## config.mk

```make
export PLATFORM = sky130hd
export DESIGN_NAME = pin_input_monitor
export DESIGN_NICKNAME = d
export VERILOG_FILES = /design/src/rtl/pin_input_monitor.sv
export SDC_FILE = /design/constraint.sdc
export NUM_CORES = 1
export LEC_CHECK = 0
export CAP_MARGIN = 10
export CORE_AREA = 5 5 133 72
export CTS_CLUSTER_SIZE = 25
export DETAILED_ROUTE_END_ITERATION = 8
export DIE_AREA = 0 0 138 77
export PLACE_DENSITY = 0.67
export SLEW_MARGIN = 5
export SYNTH_ARGS = -nofsm -noshare
export SYNTH_HDL_FRONTEND = slang
export SYNTH_SLANG_ARGS = --single-unit
export TNS_END_PERCENT = 5
```

## constraint.sdc

```tcl
create_clock -name clk -period 3.3 [get_ports clk]
set_clock_uncertainty 0.05 [all_clocks]
set_input_delay 0.66 -clock clk [delete_from_list [all_inputs] [get_ports clk]]
set_output_delay 0.66 -clock clk [all_outputs]
set_load 0.005 [all_outputs]
```

## src/rtl/pin_input_monitor.sv

```systemverilog
// Four-pin GPIO input monitor: two-flop synchroniser, per-pin debounce on a 1 ms
// tick, sticky rise/fall status with write-1-to-clear, and a level interrupt.
module pin_input_monitor #(
    parameter logic [13:0] TERMINAL_CNT_1MS = 14'd11999
) (
    input  logic       clk,
    input  logic       rst,
    input  logic [3:0] pin_in,
    input  logic [7:0] debounce_ms,
    input  logic [3:0] rise_en,
    input  logic [3:0] fall_en,
    input  logic [3:0] sts_clr,
    output logic [3:0] pin_state,
    output logic [3:0] rise_sts,
    output logic [3:0] fall_sts,
    output logic       irq
);

    logic [3:0]  r_sync1;
    logic [3:0]  r_sync2;
    logic [13:0] r_presc;
    logic [3:0]  r_pin_state;
    logic [3:0]  r_pin_prev;
    logic [7:0]  r_stable_cnt [4];
    logic [3:0]  r_rise_sts;
    logic [3:0]  r_fall_sts;

    logic        w_tick;
    logic [7:0]  w_db_m1;
    logic [3:0]  w_rise_evt;
    logic [3:0]  w_fall_evt;

    assign w_tick     = (r_presc == TERMINAL_CNT_1MS);
    // only consulted when debounce_ms is non-zero, so the wrap at 0 is harmless
    assign w_db_m1    = debounce_ms - 8'd1;
    assign w_rise_evt = r_pin_state & ~r_pin_prev;
    assign w_fall_evt = ~r_pin_state & r_pin_prev;

    always_ff @(posedge clk or negedge rst) begin
        if (!rst) begin
            r_sync1 <= '0;
            r_sync2 <= '0;
        end else begin
            r_sync1 <= pin_in;
            r_sync2 <= r_sync1;
        end
    end

    always_ff @(posedge clk or negedge rst) begin
        if (!rst) begin
            r_presc <= '0;
        end else if (w_tick) begin
            r_presc <= '0;
        end else begin
            r_presc <= r_presc + 14'd1;
        end
    end

    // A level is accepted on the debounce_ms-th tick it is continuously present.
    always_ff @(posedge clk or negedge rst) begin
        if (!rst) begin
            r_pin_state <= '0;
            for (int i = 0; i < 4; i++) begin
                r_stable_cnt[i] <= '0;
            end
        end else begin
            for (int i = 0; i < 4; i++) begin
                if (debounce_ms == 8'd0) begin
                    r_pin_state[i]  <= r_sync2[i];
                    r_stable_cnt[i] <= '0;
                end else if (r_sync2[i] == r_pin_state[i]) begin
                    r_stable_cnt[i] <= '0;
                end else if (w_tick) begin
                    if (r_stable_cnt[i] >= w_db_m1) begin
                        r_pin_state[i]  <= r_sync2[i];
                        r_stable_cnt[i] <= '0;
                    end else begin
                        r_stable_cnt[i] <= r_stable_cnt[i] + 8'd1;
                    end
                end
            end
        end
    end

    // Set has priority over a same-cycle clear.
    always_ff @(posedge clk or negedge rst) begin
        if (!rst) begin
            r_pin_prev <= '0;
            r_rise_sts <= '0;
            r_fall_sts <= '0;
        end else begin
            r_pin_prev <= r_pin_state;
            r_rise_sts <= (w_rise_evt & rise_en) | (r_rise_sts & ~sts_clr);
            r_fall_sts <= (w_fall_evt & fall_en) | (r_fall_sts & ~sts_clr);
        end
    end

    assign pin_state = r_pin_state;
    assign rise_sts  = r_rise_sts;
    assign fall_sts  = r_fall_sts;
    assign irq       = |{r_rise_sts, r_fall_sts};

endmodule

```

Yosys cells after proc, flatten, opt, wreduce, memory -nomap -nowiden
Index checks and enable logic that the tools add are counted.

word-level totals
  flip-flop bits (word level) = 70
  word-level logic and storage cells = 92
  input bits = 26
  output and inout bits = 13

cells by class
  eq/ne operators = 9
  magnitude comparators = 4
  reductions and logical operators = 15
  mux-type cells = 33
  bitwise operators = 11
  add/sub/neg operators = 6

operators by type and width
  kind                                               number
  two-way mux 8 bit                                  16
  adder 8 x 1 -> 8 bit (second input constant)       4
  >= comparator 8 bit                                4
  AND 4 bit                                          6
  two-way mux 1 bit                                  16
  adder 14 x 1 -> 14 bit (second input constant)     1
  equality test 14 bit (second input constant)       1
  two-way mux 14 bit                                 1
  inverter 4 bit                                     3
  AND reduction 3 bit                                4
  nonzero test 3 bit                                 4
  nonzero test 2 bit                                 5
  zero test 8 bit                                    1
  != test 2 bit (second input constant)              4
  OR 4 bit                                           2
  OR reduction 8 bit                                 1
  subtractor 8 x 1 -> 8 bit (second input constant)  1
  equality test 1 bit                                4

Longest topological paths before layout
Gate-level depths: netlist (run 1).

  depth after elaboration = 6
  mapped depth = 11

Least setup slack after synthesis (run 1)
OpenSTA, ideal clock, no wires.

  path kind = input to register
  from = input debounce_ms[0]
  to = register r_pin_state[1] (netlist: pin_state[1])
  arrival = 3.071 ns
  data required time = 3.122 ns
  setup slack = 0.052 ns
  cell stages on the path = 11
  setup time = 0.128 ns
  path buffers = 0
  path through = inv_1 > ha_1 > xnor2_1 > ha_1 > a21o_1 > a31oi_1 > o21ai_0 > maj3_2 > a221oi_4 > o21ai_1 > mux2_1

on the way
  longest elaborated chain between the ends = 4

ends and longest elaborated chain
  what                           line  RTL
  start, declared                9     input logic [7:0] debounce_ms,
  subtractor 8 x 1 -> 8 bit      35    assign w_db_m1 = debounce_ms - 8'd1;
  >= comparator 8 bit            74    if (r_stable_cnt[i] >= w_db_m1) begin
  nonzero test 2 bit (no line)   -
  AND reduction 3 bit (no line)  -
  end signal, assigned by index  69    r_pin_state[i] <= r_sync2[i];
  end signal, assigned by index  75    r_pin_state[i] <= r_sync2[i];
  end, declared                  22    logic [3:0] r_pin_state;

Several ways; a longest one is shown, not always the timed one.
A chain may end at the register's enable or synchronous reset.

Final worst setup path (run 1)
  from = input debounce_ms[3]
  to = register r_pin_state[2] (netlist: pin_state[2])

The elaborated chain is that of the path after synthesis.

==> impl_metrics.csv, run 1 <==
group,metric,value,unit
yosys,synth_nets,474,
power_and_ir_drop,power_switching,0.000522,W
clocking,cts_buffers,9,
layout,syn_to_final_growth,28.7,%
timing,hold_viol,0,
drt,drt_pass1_iterations,5,
floorplan,core,8350,um^2
timing,setup-violations-final,0,
global_routing,grt_usage,21.2,%
yosys,avgSynthCellArea,9.56,um^2
clocking,cts_sinks,70,
clocking,clock_path_buffers,2,
power_and_ir_drop,ir_drop,0.259,mV
floorplan,io_pins,39,
clocking,cts_tree,"done",
power_and_ir_drop,switching_share,23.6,%
place,dpl_worst_slack,-0.523,ns
place,hpwl,8060,um
yosys,synthCells,421,
power_and_ir_drop,powerDensity,427,nW/um^2
drt,avgViaCountPerCell,5.62,
place,gp_congestion,0.916,
timing,fin_ws,0.0753,ns
power_and_ir_drop,p_leak,2.32,nW
yosys,syn_area,4020,um^2
drt,ant_nets,0,
layout,fill_cells,730,
layout,instances_no_fill,621,
yosys,ys_ff_latch,70,
global_routing,grt_pass1_wl,17900,um
drt,wire_per_inst,17.5,um
hold_path,min_path_type,"reg -> reg",
power_and_ir_drop,comb_power_share,11.0,%
drt,route.detailed.drc,0,
yosys,ys.warnings.count,0,
clocking,path_clk_slew,0.06,ns
drt,drt_wl_total,10800,um
place,io_buffer_count,38,
yosys,ys.flop_type,"dfrtp_1",
clocking,root_buffer,"clkbuf_16",
timing,fmax,310,MHz
floorplan,core.rowCount,24,
timing,post-route-period-util,97.7,%
critical_path,critPathMaxFanout,4,
power_and_ir_drop,p_clk_share,48.4,%
job,drv_cap,0,
layout,postLayoutCellArea,5180,um^2
timing,drv_slew,0,
power_and_ir_drop,seqPwrFrac,40.7,%
timing,slew_headroom,38.4,%
timing,fin_crit,3.22,ns
clocking,insertion_delay,0.33,ns
yosys,synth_common_cells,"70 x dfrtp_1, 51 x nand2_1, 38 x nor2_1, 27 x ha_1, 19 x inv_1",
timing,worstMarginPinSlew,0.923,ns
floorplan,start_util,48.2,%
layout,antenna_cells,0,
yosys,synthArstFlopShare,100,%
yosys,ys_types,57,
critical_path,crit_required,3.47,ns
critical_path,crit_type,"in -> reg",
yosys,synth_edf_count,0,
drt,drtIter0Drc,397,
global_routing,grt_max_degree,39,
timing,rsz0062_at_grt,"yes",
layout,layout-drive-gt1-share,14.7,%
layout,finish.net_count,552,
critical_path,arrival,3.39,ns
outcome,status,"complete, no violations",
global_routing,grt-ovfl-total,0,
power_and_ir_drop,fin_total_pwr,0.00221,W
critical_path,startpoint_type,"input pin",
place,dp.cells,604,
global_routing,antenna_found_initial,0,
floorplan,dieArea,10600,um^2
floorplan,die_h,77,um
clocking,htreeDepth,3,
yosys,synth_top_area_share,43.5,%
timing,hold_ws,0.301,ns
yosys,synth.most_common_cell,"dfrtp_1",
floorplan,fp.dieW,138,um
global_routing,grt_pass1_vias,3448,
critical_path,worstSetupEndpointType,"flip-flop",
drt,dr_total_vias,3490,
power_and_ir_drop,p_int,0.00169,W
yosys,ys_seq_area_share,43.5,%
place,place_area,4790,um^2
yosys,yosys-top-cells-area,"dfrtp_1 44%, ha_1 8.4%, nand2_1 4.8%",
yosys,synth.largest_area_cell,"dfrtp_1",
sequential cells by signal (all words and copies together) (netlist names):
name and flops:
r_sync1 4, r_sync2 4, r_presc 14, r_pin_prev 4, pin_state 4, r_stable_cnt 32, fall_sts 4, rise_sts 4
cells by family after synthesis:
group / after synthesis / share of synthesized area (%)
xor+xnor: 30 / 6.53
flops: 70 / 43.5
mux: 5 / 1.37
simple gates: 176 / 22.7
compound gates: 86 / 14.7
buf+inv: 26 / 2.46
fa+ha+maj: 28 / 8.68
final timing paths:
path                                            from                        to  slack (ns)  depth (start not counted)
max in group asynchronous                        rst     r_presc[11]$_DFF_PN0_        1.98                          2
min in group asynchronous                        rst  pin_state[2]$_DFFE_PN0P_        0.42                          1
worst max-delay path                  debounce_ms[3]  pin_state[2]$_DFFE_PN0P_        0.08                         12
worst min-delay path            r_sync1[2]$_DFF_PN0_      r_sync2[2]$_DFF_PN0_        0.30                          0
worst min register to register  r_sync1[2]$_DFF_PN0_      r_sync2[2]$_DFF_PN0_        0.30                          0
worst max register to register  r_presc[0]$_DFF_PN0_  pin_state[0]$_DFFE_PN0P_        0.47                          6
placed cells by master (no fill, tap or decap), types with 5 or more instances in the layout:
cell type	instances
ha_1	26
o21ai_0	17
nand3_1	16
nand2_1	51
o22ai_1	5
and3_1	8
nand3b_1	6
o221ai_1	5
buf_4	36
inv_1	18
a21oi_1	13
and2_1	7
dfrtp_1	70
or2_2	5
clkdlybuf4s50_1	34
o211ai_1	5
a31oi_1	5
xor2_1	15
nand2b_1	6
nand4_1	6
clkbuf_16	9
xnor2_1	12
nor2_1	37
critical path, cell delays in order:
cell             delay (ns)
clkdlybuf4s50_1        0.46
nor2_1                 0.19
nand2_1                0.12
xor2_2                 0.18
ha_1                   0.31
o211ai_1               0.08
o21ai_0                0.24
a221o_1                0.27
a31oi_2                0.14
o31ai_1                0.28
buf_4                  0.15
mux2_1                 0.30
power groups by stage:
| stage | Clock (W) | Combinational (W) | Sequential (W) |
|---|---|---|---|
| final | 0.00107 | 0.000242 | 0.000899 |
| after global placement | 0 | 0.000229 | 0.000913 |
| after CTS | 0.00109 | 0.000241 | 0.000899 |
| after global routing | 0.00114 | 0.000269 | 0.000902 |
| after detailed placement | 0 | 0.000236 | 0.000914 |
| after floorplan | 0 | 0.0000919 | 0.000910 |
area by class of cell:
type | count | area, um^2 | area share [%]
Clock buffer | 10 | 239 | 4.61
Clock inverter | 6 | 92.6 | 1.79
Inverter | 19 | 71.3 | 1.38
Multi-Input combinational cell | 325 | 2230 | 43.1
Sequential cell | 70 | 1750 | 33.8
Tap cell | 117 | 146 | 2.83
Timing Repair Buffer | 74 | 646 | 12.5
through the flow:
step                      TNS (ns)  util [%]
after global placement       -9.66      57.3
after CTS                        0      61.8
after global routing        -0.225      62.0
after detailed placement    -12.77      57.3
after floorplan                  0         -
final                            0      62.0
timing repair:
item                                    in CTS  in global routing
hold buffers                                 0                  0
buffers inserted                             1                  0
endpoints found under the setup margin      24                 26
cloned                                       0                  0
endpoints found under the hold margin        0                  0
pin swaps                                    3                  0
gates resized for setup                      9                  5
per-layer routing:
layer | global-route usage [%] | routed length, um | part of all wire, % | vias up
met3 | 6.96 | 765 | 7.1 | 9
met1 | 32.4 | 5720 | 53 | 1689
met4 | 5.82 | 89 | 0.82 | 0
met2 | 28.0 | 4270 | 39 | 116
li1 | - | - | - | 1676
met5 | 0 | 0 | 0 | -
(Power assumes the default switching activity.)
==> run 2: changes to the inputs <==
- HOLD_SLACK_MARGIN: default -> 0.03
- SETUP_SLACK_MARGIN: default -> 0.3
==> impl_metrics.csv, run 2 (same netlist as run 1, synthesis figures left out) <==
group,metric,value,unit
job,drv_cap,0,
timing,setup-violations-final,0,
power_and_ir_drop,comb_power_share,11.8,%
power_and_ir_drop,p_leak,2.34,nW
layout,top_register,"r_stable_cnt",
global_routing,grt_max_degree,71,
global_routing,grt_pass1_wl,17300,um
clocking,cts_buffers,9,
floorplan,die_h,77,um
layout,final_core_util,63.9,%
critical_path,critPathMaxFanout,5,
clocking,holdBufCountCts,0,
place,hpwl,7630,um
place,gp_congestion,0.845,
timing,fmax,339,MHz
layout,fill_cells,706,
floorplan,core,8350,um^2
timing,fin_ws,0.351,ns
power_and_ir_drop,p_clk_share,47.3,%
global_routing,antenna_found_initial,0,
timing,slew_headroom,58.4,%
power_and_ir_drop,p_int,0.00168,W
layout,antenna_cells,0,
floorplan,core.rowCount,24,
place,dp.cells,598,
layout,final_common_cell,"dfrtp_1",
timing,rsz0062_at_grt,"yes",
drt,drt_pass1_iterations,5,
layout,instances_no_fill,619,
timing,worstMarginPinSlew,0.624,ns
timing,post-route-period-util,89.4,%
drt,drt_wl_total,10300,um
layout,layout-drive-gt1-share,18.3,%
place,dpl_worst_slack,-0.472,ns
drt,ant_nets,0,
timing,drv_slew,0,
critical_path,arrival,3.11,ns
critical_path,crit_type,"in -> reg",
global_routing,grt-ovfl-total,0,
power_and_ir_drop,ir_drop,0.252,mV
timing,hold_viol,0,
layout,largest_reg_flops,32,
power_and_ir_drop,fin_total_pwr,0.00220,W
power_and_ir_drop,switching_share,23.6,%
drt,drtIter0Drc,274,
drt,route.detailed.drc,0,
clocking,cts_tree,"done",
global_routing,grt_pass1_vias,3259,
floorplan,start_util,48.2,%
clocking,insertion_delay,0.34,ns
power_and_ir_drop,seqPwrFrac,40.9,%
critical_path,startpoint_type,"input pin",
layout,final_cell_mix,"70 x dfrtp_1, 50 x nand2_1, 37 x nor2_1, 32 x clkdlybuf4s50_1, 31 x buf_4",
layout,syn_to_final_growth,32.6,%
clocking,root_buffer,"clkbuf_16",
hold_path,min_path_type,"in -> async",
power_and_ir_drop,powerDensity,412,nW/um^2
drt,avgViaCountPerCell,5.57,
floorplan,io_pins,39,
timing,fin_crit,2.95,ns
clocking,path_clk_slew,0.06,ns
outcome,status,"complete, no violations",
clocking,clock_path_buffers,2,
global_routing,grt_usage,20.2,%
critical_path,worstSetupEndpointType,"flip-flop",
drt,wire_per_inst,16.7,um
power_and_ir_drop,power_switching,0.000519,W
drt,dr_total_vias,3450,
layout,largestRegisters,"r_stable_cnt x32, r_presc x14",
clocking,htreeDepth,3,
critical_path,crit_required,3.47,ns
clocking,cts_sinks,70,
floorplan,fp.dieW,138,um
place,io_buffer_count,38,
layout,finish.net_count,550,
floorplan,dieArea,10600,um^2
==> run 2: cell types whose count changed in the layout (fill, tap and decap cells not counted), sizes merged <==
cell / previous run / this run
dlygate4sd2: 2 / 1
inv: 20 / 19
clkdlybuf4s50: 34 / 32
buf: 37 / 36
clkinv: 1 / 2
clkbuf: 10 / 12
==> run 2: area by class of cell <==
class | instances | area, um^2 | share of cell area [%]
Clock buffer | 10 | 229 | 4.29
Tap cell | 117 | 146 | 2.74
Inverter | 19 | 75.1 | 1.41
Multi-Input combinational cell | 325 | 2390 | 44.7
Sequential cell | 70 | 1750 | 32.8
Clock inverter | 6 | 93.8 | 1.76
Timing Repair Buffer | 72 | 656 | 12.3
==> run 2: power by group through the flow <==
stage	logic (W)	registers, W	clock network, W
finish	0.000260	0.000898	0.00104
global route	0.000284	0.000901	0.00111
CTS	0.000241	0.000898	0.00106
detailed placement	0.000237	0.000913	0
global placement	0.000231	0.000912	0
floorplan	0.0000982	0.000910	0
==> run 2: final timing paths <==
path / from / end / slack [ns] / depth (start not counted)
max reg2reg: r_presc[0]$_DFF_PN0_ / pin_state[0]$_DFFE_PN0P_ / 0.52 / 6
min: rst / r_stable_cnt[22]$_DFFE_PN0P_ / 0.27 / 2
max in group asynchronous: rst / r_stable_cnt[31]$_DFFE_PN0P_ / 2.60 / 2
max: debounce_ms[3] / pin_state[2]$_DFFE_PN0P_ / 0.35 / 11
min reg2reg: r_sync1[1]$_DFF_PN0_ / r_sync2[1]$_DFF_PN0_ / 0.30 / 0
min in group clk: r_sync1[1]$_DFF_PN0_ / r_sync2[1]$_DFF_PN0_ / 0.30 / 0
==> run 2: stage by stage <==
step           cell area, um^2  setup TNS (ns)  hold slack, ns
4_1_cts                   5200               0           0.301
5_1_grt                   5340               0           0.312
2_1_floorplan             4080               0           0.281
3_3_place_gp              4810          -10.86           0.285
6_report                  5340               0           0.274
3_5_place_dp              4810          -13.21           0.289
==> run 2: per-layer routing <==
layer	vias up	global-route usage, %	wire [um]
met5	-	0	0
met4	0	4.24	74
met3	8	5.97	603
met2	102	26.8	4030
met1	1666	31.8	5630
li1	1674	-	-
==> run 2: timing repair <==
item	CTS	global route
pin swaps	3	14
gates cloned	0	0
resized for setup	17	28
setup buffers	0	5
setup endpoints to repair	36	35
==> run 2: worst max-delay path: stages <==
cell and delay [ns]:
dlygate4sd2_1 0.31, nor2_2 0.17, nand2_2 0.10, xor2_4 0.20
ha_1 0.30, o211ai_1 0.09, o21ai_1 0.23, a221o_1 0.32
a31oi_4 0.14, o31ai_2 0.25, mux2_1 0.34
